<file path="config.mk">
export PLATFORM = sky130hd
export DESIGN_NAME = hazard_unit_flat
export DESIGN_NICKNAME = d
export VERILOG_FILES = /design/src/rtl/hazard_pkg.sv /design/src/rtl/hazard_unit_if.sv /design/src/rtl/hazard_match.sv /design/src/rtl/hazard_unit.sv /design/src/flat_wrapper.sv
export SDC_FILE = /design/constraint.sdc
export NUM_CORES = 1
export LEC_CHECK = 0
export BUFFER_PORTS_ARGS = -buffer_cell sky130_fd_sc_hd__buf_2
export CAP_MARGIN = 20
export CORE_MARGIN = 2
export CORE_UTILIZATION = 55
export DETAILED_ROUTE_END_ITERATION = 10
export PLACE_DENSITY = 0.79
export SLEW_MARGIN = 20
export SYNTH_ARGS = -nofsm -noshare
export SYNTH_HDL_FRONTEND = slang
export SYNTH_SLANG_ARGS = --single-unit
</file>
<file path="constraint.sdc">
create_clock -name clk -period 3.7 [get_ports clk]
set_input_delay 0.37 -clock clk [delete_from_list [all_inputs] [get_ports clk]]
set_output_delay 0.37 -clock clk [all_outputs]
set_load 0.01 [all_outputs]
</file>
<file path="src/rtl/hazard_pkg.sv">
// Shared types and constants for the decode-stage hazard unit.
// Records are sized by HZ_REG_W/HZ_T_W; the unit's REG_W/T_W must match them.
package hazard_pkg;

  localparam int HZ_REG_W = 5;
  localparam int HZ_T_W   = 2;

  localparam int STG_E = 1;
  localparam int STG_M = 2;
  localparam int STG_W = 3;

  localparam logic [HZ_T_W-1:0] TUSE_NONE = '1;

  typedef struct packed {
    logic              valid;
    logic [HZ_REG_W-1:0] dst;
    logic [HZ_T_W-1:0]   tnew;
  } hz_rec_t;

  function automatic logic [HZ_T_W-1:0] tnew_dec(input logic [HZ_T_W-1:0] t);
    return (t == '0) ? '0 : t - HZ_T_W'(1);
  endfunction

endpackage

</file>
<file path="src/rtl/hazard_unit_if.sv">
// Decode-stage request bundle and hazard responses between controller and hazard unit.
interface hazard_unit_if #(
  parameter int REG_W = 5,
  parameter int T_W   = 2,
  parameter int FWD_W = 2
);
  logic             d_valid;
  logic [REG_W-1:0] d_rs;
  logic [REG_W-1:0] d_rt;
  logic [T_W-1:0]   d_rs_tuse;
  logic [T_W-1:0]   d_rt_tuse;
  logic [REG_W-1:0] d_dst;
  logic [T_W-1:0]   d_tnew;
  logic             d_md_start;
  logic             d_md_div;
  logic             d_md_use;
  logic             stall;
  logic [FWD_W-1:0] fwd_rs;
  logic [FWD_W-1:0] fwd_rt;
  logic             md_busy;

  modport master (
    output d_valid, d_rs, d_rt, d_rs_tuse, d_rt_tuse, d_dst, d_tnew,
           d_md_start, d_md_div, d_md_use,
    input  stall, fwd_rs, fwd_rt, md_busy
  );

  modport slave (
    input  d_valid, d_rs, d_rt, d_rs_tuse, d_rt_tuse, d_dst, d_tnew,
           d_md_start, d_md_div, d_md_use,
    output stall, fwd_rs, fwd_rt, md_busy
  );
endinterface

</file>
<file path="src/rtl/hazard_match.sv">
// Priority search for the nearest in-flight record writing a given source register.
module hazard_match
  import hazard_pkg::*;
#(
  parameter int STAGES = 3,
  parameter int REG_W  = HZ_REG_W,
  parameter int T_W    = HZ_T_W,
  parameter int K_W    = $clog2(STAGES + 1)
) (
  input  hz_rec_t          recs [1:STAGES],
  input  logic [REG_W-1:0] r,
  output logic             hit,
  output logic [K_W-1:0]   k,
  output logic [T_W-1:0]   tnew
);

  logic [STAGES:1] stage_hit;

  genvar gi;
  generate
    for (gi = 1; gi <= STAGES; gi++) begin : g_cmp
      assign stage_hit[gi] = recs[gi].valid && (recs[gi].dst == r) && (r != '0);
    end
  endgenerate

  // Walk oldest to youngest so the youngest (lowest k) hit is the one kept.
  always_comb begin
    hit  = 1'b0;
    k    = '0;
    tnew = '0;
    for (int i = STAGES; i >= 1; i--) begin
      if (stage_hit[i]) begin
        hit  = 1'b1;
        k    = K_W'(i);
        tnew = recs[i].tnew;
      end
    end
  end

endmodule

</file>
<file path="src/rtl/hazard_unit.sv">
// Pipeline hazard unit: tracks E/M/W destinations, drives decode stall, forward selects
// and the mult/div busy counter.
module hazard_unit
  import hazard_pkg::*;
#(
  parameter int REG_W   = HZ_REG_W,
  parameter int STAGES  = 3,
  parameter int T_W     = HZ_T_W,
  parameter int MUL_LAT = 5,
  parameter int DIV_LAT = 10
) (
  input logic           clk,
  input logic           reset,
  hazard_unit_if.slave  hz
);

  localparam int FWD_W = $clog2(STAGES + 1);
  localparam int CNT_W = $clog2(((DIV_LAT > MUL_LAT) ? DIV_LAT : MUL_LAT) + 1);

  hz_rec_t          rec_q [1:STAGES];
  hz_rec_t          rec_d [1:STAGES];
  logic [CNT_W-1:0] cnt_q;
  logic [CNT_W-1:0] cnt_d;

  logic             rs_hit, rt_hit;
  logic [FWD_W-1:0] rs_k, rt_k;
  logic [T_W-1:0]   rs_tnew, rt_tnew;
  logic             rs_stall, rt_stall, md_stall, stall_c;

  hazard_match #(.STAGES(STAGES), .REG_W(REG_W), .T_W(T_W), .K_W(FWD_W)) u_match_rs (
    .recs (rec_q),
    .r    (hz.d_rs),
    .hit  (rs_hit),
    .k    (rs_k),
    .tnew (rs_tnew)
  );

  hazard_match #(.STAGES(STAGES), .REG_W(REG_W), .T_W(T_W), .K_W(FWD_W)) u_match_rt (
    .recs (rec_q),
    .r    (hz.d_rt),
    .hit  (rt_hit),
    .k    (rt_k),
    .tnew (rt_tnew)
  );

  always_comb begin
    rs_stall = rs_hit && (hz.d_rs_tuse != TUSE_NONE) && (rs_tnew > hz.d_rs_tuse);
    rt_stall = rt_hit && (hz.d_rt_tuse != TUSE_NONE) && (rt_tnew > hz.d_rt_tuse);
    md_stall = hz.d_md_use && (cnt_q != '0);
    stall_c  = hz.d_valid && (rs_stall || rt_stall || md_stall);

    hz.stall   = stall_c;
    hz.md_busy = (cnt_q != '0);
    // Only a finished result (tnew 0) forwards; otherwise a later stage will.
    hz.fwd_rs  = (hz.d_valid && rs_hit && (rs_tnew == '0)) ? rs_k : '0;
    hz.fwd_rt  = (hz.d_valid && rt_hit && (rt_tnew == '0)) ? rt_k : '0;
  end

  // A stalled decode slot enters E as an invalid record (bubble).
  always_comb begin
    rec_d[STG_E] = '{valid: hz.d_valid & ~stall_c, dst: hz.d_dst, tnew: hz.d_tnew};
    for (int i = STG_E + 1; i <= STAGES; i++) begin
      rec_d[i] = '{valid: rec_q[i-1].valid, dst: rec_q[i-1].dst,
                   tnew: tnew_dec(rec_q[i-1].tnew)};
    end
  end

  always_comb begin
    cnt_d = cnt_q;
    if (hz.d_valid && hz.d_md_start && !stall_c) begin
      cnt_d = hz.d_md_div ? CNT_W'(DIV_LAT) : CNT_W'(MUL_LAT);
    end else if (cnt_q != '0) begin
      cnt_d = cnt_q - CNT_W'(1);
    end
  end

  always_ff @(posedge clk) begin
    if (!reset) begin
      for (int i = 1; i <= STAGES; i++) begin
        rec_q[i] <= '0;
      end
      cnt_q <= '0;
    end else begin
      rec_q <= rec_d;
      cnt_q <= cnt_d;
    end
  end

endmodule

</file>
<file path="src/flat_wrapper.sv">
// flat-port wrapper written by rule: the top's interface ports become plain ports
module hazard_unit_flat import hazard_pkg::*;
#(
  parameter int REG_W   = HZ_REG_W,
  parameter int STAGES  = 3,
  parameter int T_W     = HZ_T_W,
  parameter int MUL_LAT = 5,
  parameter int DIV_LAT = 10
)
  (clk, reset, hz_d_valid, hz_d_rs, hz_d_rt, hz_d_rs_tuse, hz_d_rt_tuse, hz_d_dst, hz_d_tnew, hz_d_md_start, hz_d_md_div, hz_d_md_use, hz_stall, hz_fwd_rs, hz_fwd_rt, hz_md_busy);
  hazard_unit_if #(.REG_W(REG_W), .T_W(T_W), .FWD_W(2)) hz_i ();
  input logic clk;
  input logic reset;
  input wire logic [$bits(hz_i.d_valid)-1:0] hz_d_valid;
  input wire logic [$bits(hz_i.d_rs)-1:0] hz_d_rs;
  input wire logic [$bits(hz_i.d_rt)-1:0] hz_d_rt;
  input wire logic [$bits(hz_i.d_rs_tuse)-1:0] hz_d_rs_tuse;
  input wire logic [$bits(hz_i.d_rt_tuse)-1:0] hz_d_rt_tuse;
  input wire logic [$bits(hz_i.d_dst)-1:0] hz_d_dst;
  input wire logic [$bits(hz_i.d_tnew)-1:0] hz_d_tnew;
  input wire logic [$bits(hz_i.d_md_start)-1:0] hz_d_md_start;
  input wire logic [$bits(hz_i.d_md_div)-1:0] hz_d_md_div;
  input wire logic [$bits(hz_i.d_md_use)-1:0] hz_d_md_use;
  output wire logic [$bits(hz_i.stall)-1:0] hz_stall;
  output wire logic [$bits(hz_i.fwd_rs)-1:0] hz_fwd_rs;
  output wire logic [$bits(hz_i.fwd_rt)-1:0] hz_fwd_rt;
  output wire logic [$bits(hz_i.md_busy)-1:0] hz_md_busy;
  assign hz_i.d_valid = hz_d_valid;
  assign hz_i.d_rs = hz_d_rs;
  assign hz_i.d_rt = hz_d_rt;
  assign hz_i.d_rs_tuse = hz_d_rs_tuse;
  assign hz_i.d_rt_tuse = hz_d_rt_tuse;
  assign hz_i.d_dst = hz_d_dst;
  assign hz_i.d_tnew = hz_d_tnew;
  assign hz_i.d_md_start = hz_d_md_start;
  assign hz_i.d_md_div = hz_d_md_div;
  assign hz_i.d_md_use = hz_d_md_use;
  assign hz_stall = hz_i.stall;
  assign hz_fwd_rs = hz_i.fwd_rs;
  assign hz_fwd_rt = hz_i.fwd_rt;
  assign hz_md_busy = hz_i.md_busy;
  hazard_unit #(.REG_W(REG_W), .STAGES(STAGES), .T_W(T_W), .MUL_LAT(MUL_LAT), .DIV_LAT(DIV_LAT)) u_core (.clk(clk), .reset(reset), .hz(hz_i));
endmodule
</file>
==> results.json <==
{
  "outcome": "finished clean",
  "wl_per_cell_um": 13.2,
  "yosys.area.top_type_share_pct": 32.3,
  "maxCapViolations": 0,
  "cts_sinks": 28,
  "clk-insertion-delay-late_ns": 0.34,
  "synth_area_um2": 1730,
  "antenna_found_initial": 0,
  "yosysSeqAreaShare_pct": 32.3,
  "hold_viol": 0,
  "dr.pass1.iters": 4,
  "vias_per_cell": 5.31,
  "globalplace.congestion": 0.821,
  "hold_ws_ns": 0.241,
  "pre_cts_slack_ns": 0.212,
  "coreArea_um2": 3030,
  "startpoint_type": "flop",
  "clk_pin_slew_ns": 0.16,
  "worstPathArrival_ns": 3.12,
  "power_mw": 0.785,
  "fmax_mhz": 286,
  "die_w_um": 60.1,
  "skew_ns": 0.0168,
  "final_common_cell": "buf_2",
  "cts_tree": "yes",
  "drc": 0,
  "clock-root-buffer": "clkbuf_4",
  "dieHeight_um": 60.1,
  "rows": 20,
  "finalSetupViolations": 0,
  "crit_required_ns": 3.33,
  "worstMarginPinSlew_ns": 0.554,
  "synthTopCellsByArea": "dfxtp_1 (32%), xnor2_1 (12%), and2_1 (7.2%)",
  "syn-instance-count": 185,
  "min-delay-path-class": "in -> reg",
  "nNetsFinal": 255,
  "rrSetupSlack_ns": 0.83,
  "synth_top_area_cell": "dfxtp_1",
  "final_util_pct": 66.9,
  "pin_count": 33,
  "drive_above_1_share_pct": 22.8,
  "n_fill_cell": 259,
  "critPathKind": "reg -> out",
  "synth_nets": 220,
  "r2r_end": "u_core.cnt_q[2]$_SDFFE_PN0P_",
  "rsz0062_at_grt": "no",
  "synth.ff_latch_count": 28,
  "end_kind": "output pin",
  "gr-total-overflow": 0,
  "rr_startpoint": "u_core.rec_d[3]$_SDFF_PN0_",
  "area_delta_synth_final_pct": 17.0,
  "power_per_cell_area_nw_per_um2": 388,
  "reg2reg_depth": 12,
  "drt_wl_total_um": 3460,
  "antenna_left": 0,
  "hpwl_um": 2750,
  "grt_pass1_vias": 1308,
  "final.setup.worst_slack_ns": 0.209,
  "worstHoldPathCells": 2,
  "whs_endpoint": "u_core.rec_q[16]$_SDFF_PN0_",
  "irDropWorstVdd_uv": 404,
  "vias": 1397,
  "portBuffers": 32,
  "synth_warnings": 0,
  "yosysUniqueCellTypes": 35,
  "htreeDepth": 1,
  "mostFrequentLayoutCells": "buf_2 (32), dfxtp_1 (28), xnor2_1 (23)",
  "cts_buffer_depth": 2,
  "min-delay-start": "hz_d_tnew[0]",
  "insertedDiodeCount": 0,
  "crit_path_max_fanout": 5,
  "post-route-period-util_pct": 94.4,
  "grt_pass1_wl_um": 5820,
  "start_util_pct": 57.2,
  "hold_buffers": 0,
  "ys_async_sr_fraction_pct": 0,
  "p_leak_nw": 0.820,
  "cts_inserted_buffers": 3,
  "maxSlewViolCount": 0,
  "max_slew_margin_pct": 62.8,
  "avgSynthCellArea_um2": 9.37,
  "grt_max_degree": 29,
  "dieArea_um2": 3620,
  "synth-edff-count": 0,
  "period_needed_ns": 3.49,
  "grt.total_usage_pct": 21.6,
  "dr.first_iter.drc_count": 71,
  "startpoint": "u_core.rec_d[3]$_SDFF_PN0_",
  "fin_setup_tns_ns": 0,
  "synth_flop_cell": "dfxtp_1"
}
==> metal layers <==
metal / vias up / share of wire, % / GRT usage (%) / wire length, um
met5: - / 0 / 0 / 0
met4: 0 / 1.3 / 5.40 / 46
met3: 7 / 4.1 / 4.11 / 143
met2: 33 / 49 / 36.2 / 1700
met1: 654 / 45 / 28.3 / 1570
li1: 703 / - / - / -
==> critical path, stage by stage (launching register included) <==
cell      delay, ns
dfxtp_1        0.41
xnor2_1        0.15
nand4_1        0.18
nor4_4         0.46
nor2b_1        0.11
a221oi_1       0.26
a21oi_1        0.07
ha_1           0.34
a21oi_1        0.10
a221oi_2       0.25
o31ai_4        0.15
a31oi_1        0.17
buf_2          0.14
==> kinds of logic after synthesis <==
kind of cell	synth area share, %
muxes	5.20
xor gates and xnor gates	16.2
DFF	32.3
adders and majority gates	5.78
buffers and inverters	3.68
AOI/OAI and AO/OA	7.80
and+or+nand+nor	29.0
==> through the flow <==
step	instance area (um2)	instances
floorplan	1730	185
global placement	1940	258
detailed placement	1940	258
CTS	1990	262
global route	2030	263
finish	2030	263
==> cell usage after synthesis, drive strengths merged (3+ instances only) <==
library cell / n
inv: 14
a21oi: 3
or4: 3
mux2i: 9
nand3: 3
nor3: 4
nand4: 6
and2: 20
nor4: 7
xnor2: 23
xor2: 9
o21ai: 3
clkbuf: 3
ha: 8
a221oi: 3
nor4b: 3
nand2b: 3
dfxtp: 28
nor2: 11
nand2: 11
==> how the worst max path moves through the flow <==
stage / endpoint / slack (ns) / cells after the start
after floorplan: hz_stall / 0.57 / 11
after global placement: hz_stall / 0.32 / 13
after detailed placement: hz_stall / 0.21 / 13
after CTS: hz_stall / 0.06 / 11
after global routing: hz_stall / 0.03 / 11
final: hz_stall / 0.21 / 12
==> state kept, by name (all words and copies together), names as in the netlist <==
name	count
u_core.rec_d	12
u_core.cnt_q	4
u_core.rec_q	12
==> where the power goes <==
group          total (mW)  internal (mW)  switching, mW  leakage, nW
sequential          0.362          0.333         0.0283        0.231
clock               0.201          0.110         0.0912       0.0279
combinational       0.223          0.107          0.116        0.561
==> layout make-up <==
type	instances	area, um2	share of cell area [%]
multi-input combinational	140	1140	56.2
sequential	28	561	27.7
inverter	14	52.6	2.59
clock buffer	3	22.5	1.11
timing repair buffer	33	168	8.27
clock inverter	1	30.0	1.48
tap	44	55.1	2.72
==> timing repair <==
action / 4_1_cts / 5_1_grt
setup endpoints to repair: 0 / 1
setup buffers: 0 / 1
gates resized for setup: 0 / 4
Note: power is estimated with default switching activity, not from simulation.
